--- config.mk ---
export PLATFORM = sky130hd
export DESIGN_NAME = interval_timer
export DESIGN_NICKNAME = d
export VERILOG_FILES = /design/src/rtl/interval_timer.sv
export SDC_FILE = /design/constraint.sdc
export NUM_CORES = 1
export LEC_CHECK = 0
export BUFFER_PORTS_ARGS = -buffer_cell sky130_fd_sc_hd__buf_4
export CELL_PAD_IN_SITES_DETAIL_PLACEMENT = 2
export CELL_PAD_IN_SITES_GLOBAL_PLACEMENT = 2
export CORE_MARGIN = 5
export CORE_UTILIZATION = 30
export DETAILED_ROUTE_END_ITERATION = 6
export PLACE_DENSITY_LB_ADDON = 0.05
export SLEW_MARGIN = 20
export SYNTH_ARGS = -nofsm -noshare
export SYNTH_HDL_FRONTEND = slang
export SYNTH_SLANG_ARGS = --single-unit
export TNS_END_PERCENT = 20
--- constraint.sdc ---
create_clock -name clk -period 1.8 [get_ports clk]
set_input_delay 0.18 -clock clk [delete_from_list [all_inputs] [get_ports clk]]
set_output_delay 0.18 -clock clk [all_outputs]
set_load 0.01 [all_outputs]
--- src/rtl/interval_timer.sv ---
// Programmable down-counting interval timer.
// A start loads period/prescale/mode and enters RUN; every prescale+1 clocks
// one step is taken, and the step that finds count==1 emits a one-cycle tick,
// sets the sticky irq and either reloads (periodic) or returns to IDLE (one-shot).
module interval_timer #(
    parameter int Width         = 16,
    parameter int PrescaleWidth = 4
) (
    input  logic                     clk,
    input  logic                     rst_n,
    input  logic                     start,
    input  logic                     stop,
    input  logic [Width-1:0]         period,
    input  logic [PrescaleWidth-1:0] prescale,
    input  logic                     auto_reload,
    input  logic                     irq_clear,
    output logic                     busy,
    output logic [Width-1:0]         count,
    output logic                     tick,
    output logic                     irq,
    output logic                     overrun
);

    typedef enum logic {
        IDLE = 1'b0,
        RUN  = 1'b1
    } state_t;

    localparam logic [Width-1:0]         CNT_ZERO = {Width{1'b0}};
    localparam logic [Width-1:0]         CNT_ONE  = {{(Width-1){1'b0}}, 1'b1};
    localparam logic [PrescaleWidth-1:0] PSC_ZERO = {PrescaleWidth{1'b0}};
    localparam logic [PrescaleWidth-1:0] PSC_ONE  = {{(PrescaleWidth-1){1'b0}}, 1'b1};

    state_t                     state_r;
    logic [PrescaleWidth-1:0]   presc_r;
    logic [Width-1:0]           period_r;
    logic [PrescaleWidth-1:0]   prescale_r;
    logic                       mode_r;

    logic                       load_s;
    logic                       abort_s;
    logic                       step_s;
    logic                       term_s;

    // Command decode: stop beats start beats step; a zero period is not a start.
    always_comb begin
        load_s  = 1'b0;
        abort_s = 1'b0;
        step_s  = 1'b0;
        term_s  = 1'b0;
        if (stop) begin
            abort_s = (state_r == RUN);
        end else if (start && (period != CNT_ZERO)) begin
            load_s = 1'b1;
        end else begin
            step_s = (state_r == RUN) && (presc_r == PSC_ZERO);
            term_s = step_s && (count == CNT_ONE);
        end
    end

    // Timer FSM with all outputs registered alongside the state.
    always_ff @(posedge clk or negedge rst_n) begin
        if (!rst_n) begin
            state_r    <= IDLE;
            busy       <= 1'b0;
            count      <= CNT_ZERO;
            tick       <= 1'b0;
            irq        <= 1'b0;
            overrun    <= 1'b0;
            presc_r    <= PSC_ZERO;
            period_r   <= CNT_ZERO;
            prescale_r <= PSC_ZERO;
            mode_r     <= 1'b0;
        end else begin
            tick <= term_s;

            if (abort_s) begin
                state_r <= IDLE;
                busy    <= 1'b0;
                count   <= CNT_ZERO;
            end else if (load_s) begin
                period_r   <= period;
                prescale_r <= prescale;
                mode_r     <= auto_reload;
                count      <= period;
                presc_r    <= prescale;
                state_r    <= RUN;
                busy       <= 1'b1;
            end else if (state_r == RUN) begin
                if (presc_r == PSC_ZERO) begin
                    presc_r <= prescale_r;
                    if (count == CNT_ONE) begin
                        if (mode_r) begin
                            count <= period_r;
                        end else begin
                            count   <= CNT_ZERO;
                            state_r <= IDLE;
                            busy    <= 1'b0;
                        end
                    end else begin
                        count <= count - CNT_ONE;
                    end
                end else begin
                    presc_r <= presc_r - PSC_ONE;
                end
            end else begin
                state_r <= state_r;
            end

            // A new terminal count wins over a clear of the flag.
            if (term_s) begin
                irq <= 1'b1;
            end else if (irq_clear) begin
                irq <= 1'b0;
            end else begin
                irq <= irq;
            end

            if (irq_clear) begin
                overrun <= 1'b0;
            end else if (term_s && irq) begin
                overrun <= 1'b1;
            end else begin
                overrun <= overrun;
            end
        end
    end

endmodule

# ---- After elaboration in Yosys (flattened, before gate mapping)
# Cells that the tools add are included.
dict set report totals {
  register_bits 46
  inputBits 26
  output_inout_bits 20
  word_cells 61
}
dict set report classes {
  add_sub_neg 2
  eq_ne 2
  mux 30
  n_bitwise 1
  n_reduce_logical 16
}
# cell n
set op_table {}
lappend op_table {{two-way mux 16 bit} 6}
lappend op_table {{two-way mux 1 bit} 21}
lappend op_table {{equality test 16 x 1 -> 1 bit (second input constant)} 1}
lappend op_table {{nonzero test 16 bit} 1}
lappend op_table {{subtractor 16 x 1 -> 16 bit (second input constant)} 1}
lappend op_table {{two-way mux 4 bit} 3}
lappend op_table {{nonzero test 3 bit} 3}
lappend op_table {{AND reduction 2 bit} 3}
lappend op_table {{nonzero test 2 bit} 3}
lappend op_table {{logical AND 1 bit} 4}
lappend op_table {{logical NOT 4 bit} 1}
lappend op_table {{AND reduction 4 bit} 1}
lappend op_table {{subtractor 4 x 1 -> 4 bit (second input constant)} 1}
lappend op_table {{!= test 3 x 1 -> 1 bit (second input constant)} 1}
lappend op_table {{NOT 1 bit} 1}

# ---- Depth between registers and ports, before layout
dict set report depth {
  word_depth 8
  depth_mapped 8
  mapped_depth_nobuf 7
}

# ---- Worst setup path after synthesis
# No wires, ideal clock.
dict set report synth_timing {
  path_type {flip-flop to flip-flop}
  from {reg presc_r[0]}
  to {reg count[15]}
  setup_time_ps 131
  arrival_ps 1813
  required_time_ps 1669
  slack_ps -144
  stages_incl_launch_ff 9
  n_path_buf 1
  synth_period_minus_slack_ps 1944
  path_cell_list {dfrtp_1 -> inv_1 -> ha_1 -> nor3b_2 -> o21ai_1 -> and2_1 -> clkbuf_2 -> a21boi_0 -> o31ai_2}
}
dict set report synth_via {
  elab_chain_cells 3
}
# element line_no
set synth_lines {}
lappend synth_lines {{start, declared} 35} ;# logic [PrescaleWidth-1:0] presc_r;
lappend synth_lines {{start signal, assigned} 86} ;# presc_r <= prescale;
lappend synth_lines {{start signal, assigned} 91} ;# presc_r <= prescale_r;
lappend synth_lines {{start signal, assigned} 104} ;# presc_r <= presc_r - PSC_ONE;
lappend synth_lines {{logical NOT 4 bit} 90} ;# if (presc_r == PSC_ZERO) begin
lappend synth_lines {{nonzero test 3 bit (no line)} -}
lappend synth_lines {{AND reduction 2 bit (no line)} -}
lappend synth_lines {{end signal, assigned} 85} ;# count <= period;
lappend synth_lines {{end signal, assigned} 94} ;# count <= period_r;
lappend synth_lines {{end signal, assigned} 101} ;# count <= count - CNT_ONE;
lappend synth_lines {{end, declared} 18} ;# output logic [Width-1:0] count,
# Every way passes these cells.
# A chain may end at the register's enable or synchronous reset.

# ---- Worst setup path after layout
dict set report layout_timing {
  from {reg count[6]}
  to {reg count[15]}
}
dict set report layout_via {
  elab_chain_cells 6
  elab_cells_between_ends 7
  cone_classes {1 x add/sub; 1 x eq/ne; 5 x mux}
}
# element line_no
set layout_lines {}
lappend layout_lines {{subtractor 16 x 1 -> 16 bit / equality test 16 x 1 -> 1 bit (equally long branches)} {101, 92}}
lappend layout_lines {{two-way mux 16 bit *} 92} ;# if (count == CNT_ONE) begin
lappend layout_lines {{two-way mux 16 bit *} 90}
lappend layout_lines {{two-way mux 16 bit *} 89} ;# end else if (state_r == RUN) begin
lappend layout_lines {{two-way mux 16 bit *} 81} ;# end else if (load_s) begin
lappend layout_lines {{two-way mux 16 bit *} 77} ;# if (abort_s) begin
# Mark *: on every way between the ends. The rest lies on a longest branch, timed or not. The select of a mux whose other input is x is not followed.

==> results.md <==
- Syn nets: 322
- Pre-CTS WS: -0.2709 ns
- Top_reg_cell synth: dfrtp_1
- Rel. slew slack: 0.4619
- Max cap viols: 0
- Final critical-path share of the clock period: 1.084
- Share of cells above drive strength 1: 0.4020
- Status: complete, but fails checks
- Fin area: roughly 3800 um2
- Crit path cell chain: or4_4 > or3_4 > o21a_1 > nor3_2 > o31ai_2
- Yosys reg bits: 46
- DR vias: 2666
- Sw Pwr: 0.001111 W
- DP HPWL: slightly above 7 mm
- Post-Synth Adder-Cell Area: 0.01975
- Sequential share of power: 0.414
- Buffers on Ports: 45
- Fraction of registers with async set/reset: 1.000
- CTS tree: yes
- CTS clk-pin slew, worst paths: 0.09 ns
- Synth unique cells: between 40 and 50
- Vias per cell: approximately 5.2
- Max Root-Sink Buffers: 2
- Final setup violating endpoints: 19
- Core footprint: 8217 um2
- Seq/Total Area, Yosys: 0.4543
- Mux contribution to synthesized area: 0
- DRT Wirelength: 10.08 mm
- Crit path largest cell delay: 0.56 ns
- Minimum clock period: 1.950 ns
- Final WS setup: -0.1505 ns
- First-pass GRT wire length: approximately 15 mm
- Vias in the first global route: between 2000 and 3000
- Overall power: 0.003176 W
- Routed WL per cell: 19.85 um
- Sw Share: 0.3499
- Setup Skew: around 0.012 ns
- Synth Area in Compound Gates: 0.1659
- Dpl cell area: 3441 um2
- Rows: 33
- Crit path kind: reg2reg
- Initial antenna violation count: 0
- Failing checks: negative setup slack
- Inserted Diodes: 0
- Slew Limit Fails: 0
- Simple-gate share of the synthesized area: 0.2909
- Avg Inst Size Synth: slightly below 9 um2
- GPL Wtd Cong: 0.8788
- Mapped Area: 2534 um2
- Nature of the critical path endpoint: register
- Synth Area in XOR/XNOR: 0.03457
- Drt pass-1 iters: 4
- Final nets: 432
- Die height: 101.9 um
- Area grow syn2layout: 49.19%
- Total grt overflow: 0
- Share of power burned in combinational logic: 0.367
- Post-synth EDFFs: 0
- Crit path arrival time: 2.14 ns
- Clk root buf: clkbuf_8
- Final Hold Vio Count: 0
- CTS buffer count: 5
- LEAKAGE: 1.791 nW
- H-tree depth: 2
- Die X: 101.9 um
- Worst endpoint required time: 1.99 ns
- Initial drt markers: 53
- GRT Total Usage: 0.1942
- Die area: 10380 um2
- Crit start category: register
- TritonCTS Sinks: 46
- Critical path buffers and inverters: 0
- Synthesized netlist cell count: roughly 300
- Worst Path Max Fanout: 4
- Cell internal pwr: 0.002065 W
- Delay-heaviest family, CP: simple AND/OR/NAND/NOR gates
- Maximum vdd drop: 0.3026 mV
- Clock Power Share: 0.218
- Critical path's slowest cell: or4_4
- Pwr/cell area: 840.2 nW/um2
- Boundary Pins: 46
- Initial Utilization: 0.3084
- Max Clock Freq: 0.5127 GHz
- RSZ-0062 raised after global routing: yes
- Clock latency on the worst-skew pair: 0.31 ns
- Largest family of logic cells by synthesized area: simple AND/OR/NAND/NOR gates
- Ys Warns: 0
- Post-route ant nets: 0
- Worst Tran Pin Value: 0.8071 ns
- Largest net degree at the start of global routing: 47
- Hold Crit Class: in2reg
- DRC: 0
worst paths after layout:
kind | from | endpoint | slack [ns] | cells past startpoint
max | count[6] | count[15] | -0.15 | 5
max reg2reg | count[6] | count[15] | -0.15 | 5
max in group asynchronous | rst_n | count[0] | 0.87 | 2
min in group asynchronous | rst_n | period_r[2] | 0.44 | 2
min | irq_clear | overrun | 0.03 | 2
min reg2reg | prescale_r[2] | prescale_r[2] | 0.48 | 2
what timing repair did:
action                                 in CTS  in global routing
setup endpoints to repair                  20                 19
setup buffers                               1                  6
gates resized for setup                    23                 23
cloned                                      2                  0
pin swaps                                  11                 10
hold buffers                                1                  0
endpoints found under the hold margin      46                  0
kinds of logic after synthesis:
family / count (synthesis)
adders and majority gates: 4
AOI/OAI and AO/OA: 64
and+or+nand+nor: 147
buffers and inverters: 21
DFF: 46
xor gates and xnor gates: 10
flip-flops by register name, summed over array words and instances (netlist names):
| signal | count |
|---|---|
| count | 16 |
| period_r | 16 |
| presc_r | 4 |
| prescale_r | 4 |
| busy | 1 |
| irq | 1 |
| mode_r | 1 |
| overrun | 1 |
| state_r | 1 |
| tick | 1 |
cells in the mapped netlist, drive strengths merged, types with 2 or more instances:
master,number,area [um2]
nor3,8,50.05
a41oi,2,17.52
dfrtp,46,1151
nor2,10,37.54
o22a,3,26.28
nor4b,2,23.77
clkbuf,10,38.78
a211o,5,43.79
o31ai,3,27.52
a31oi,3,18.77
o22ai,2,12.51
a21boi,2,15.01
nand3,11,55.05
or3,3,28.78
xnor2,3,26.28
a21oi,21,105.1
nand2,83,311.6
inv,7,26.28
o21a,2,15.01
and3,5,31.28
buf,4,22.52
nand4,4,25.02
xor2,7,61.31
nand2b,3,18.77
o21ai,10,50.04
nor4,10,81.33
ha,4,50.05
o211ai,6,45.04
or4,2,18.77
area by class of cell:
type,count,area (um2)
timing repair buffer,117,927.1
fill,917,4437
multi-input combinational,225,1445
tap,105,131.4
clock buffer,7,86.33
sequential,46,1156
inverter,7,28.78
clock inverter,1,5.005
routing by layer:
| layer | share of wire | track usage | vias to the layer above |
|---|---|---|---|
| met5 | 0 | 0 | - |
| met4 | 0.013 | 0.04036 | 0 |
| met3 | 0.037 | 0.03549 | 10 |
| met2 | 0.51 | 0.3521 | 40 |
| met1 | 0.44 | 0.2411 | 1361 |
| li1 | - | - | 1255 |
layout by cell type, fill, tap and decap left out, types with 3 or more instances in the layout:
cell      Yosys  routed
buf_4         1     106
buf_6         0       9
nor4_1        7       6
nand4_1       4       4
o211ai_1      6       6
a31oi_1       3       3
o22a_1        3       3
xnor2_1       3       3
a21oi_1      21      16
nor3_2        2       3
and3_1        5       5
dfrtp_1      46      42
nor3_1        6       4
clkbuf_8      0       6
nand2b_1      3       3
xor2_1        7       7
nand3_1      11      10
a21oi_2       0       5
inv_1         7       4
nand2_1      83      82
nor2_1       10       9
dfrtp_2       0       4
o21ai_0       9       7
a211o_1       5       5
stage by stage:
stage / std cells / TNS [ns] / hold slack [ns] / utilization
CTS: 502 / -0.8292 / 0.02125 / 0.4436
global placement: 490 / -1.196 / 0.2520 / 0.4188
finish: 508 / -1.594 / 0.03167 / 0.4600
global route: 508 / -3.459 / 0.02105 / 0.4600
detailed placement: 490 / -3.982 / 0.2541 / 0.4188
floorplan: 292 / -0.1818 / -0.1156 / -
power by group through the flow:
stage	registers (W)	clock network, W	logic, W
detailed placement	0.00132	0	0.00105
CTS	0.00131	0.000715	0.00111
finish	0.00132	0.000694	0.00117
global route	0.00134	0.000747	0.00127
floorplan	0.00134	0	0.000434
global placement	0.00132	0	0.00102
No activity file was read; power rests on OpenSTA's default activity.
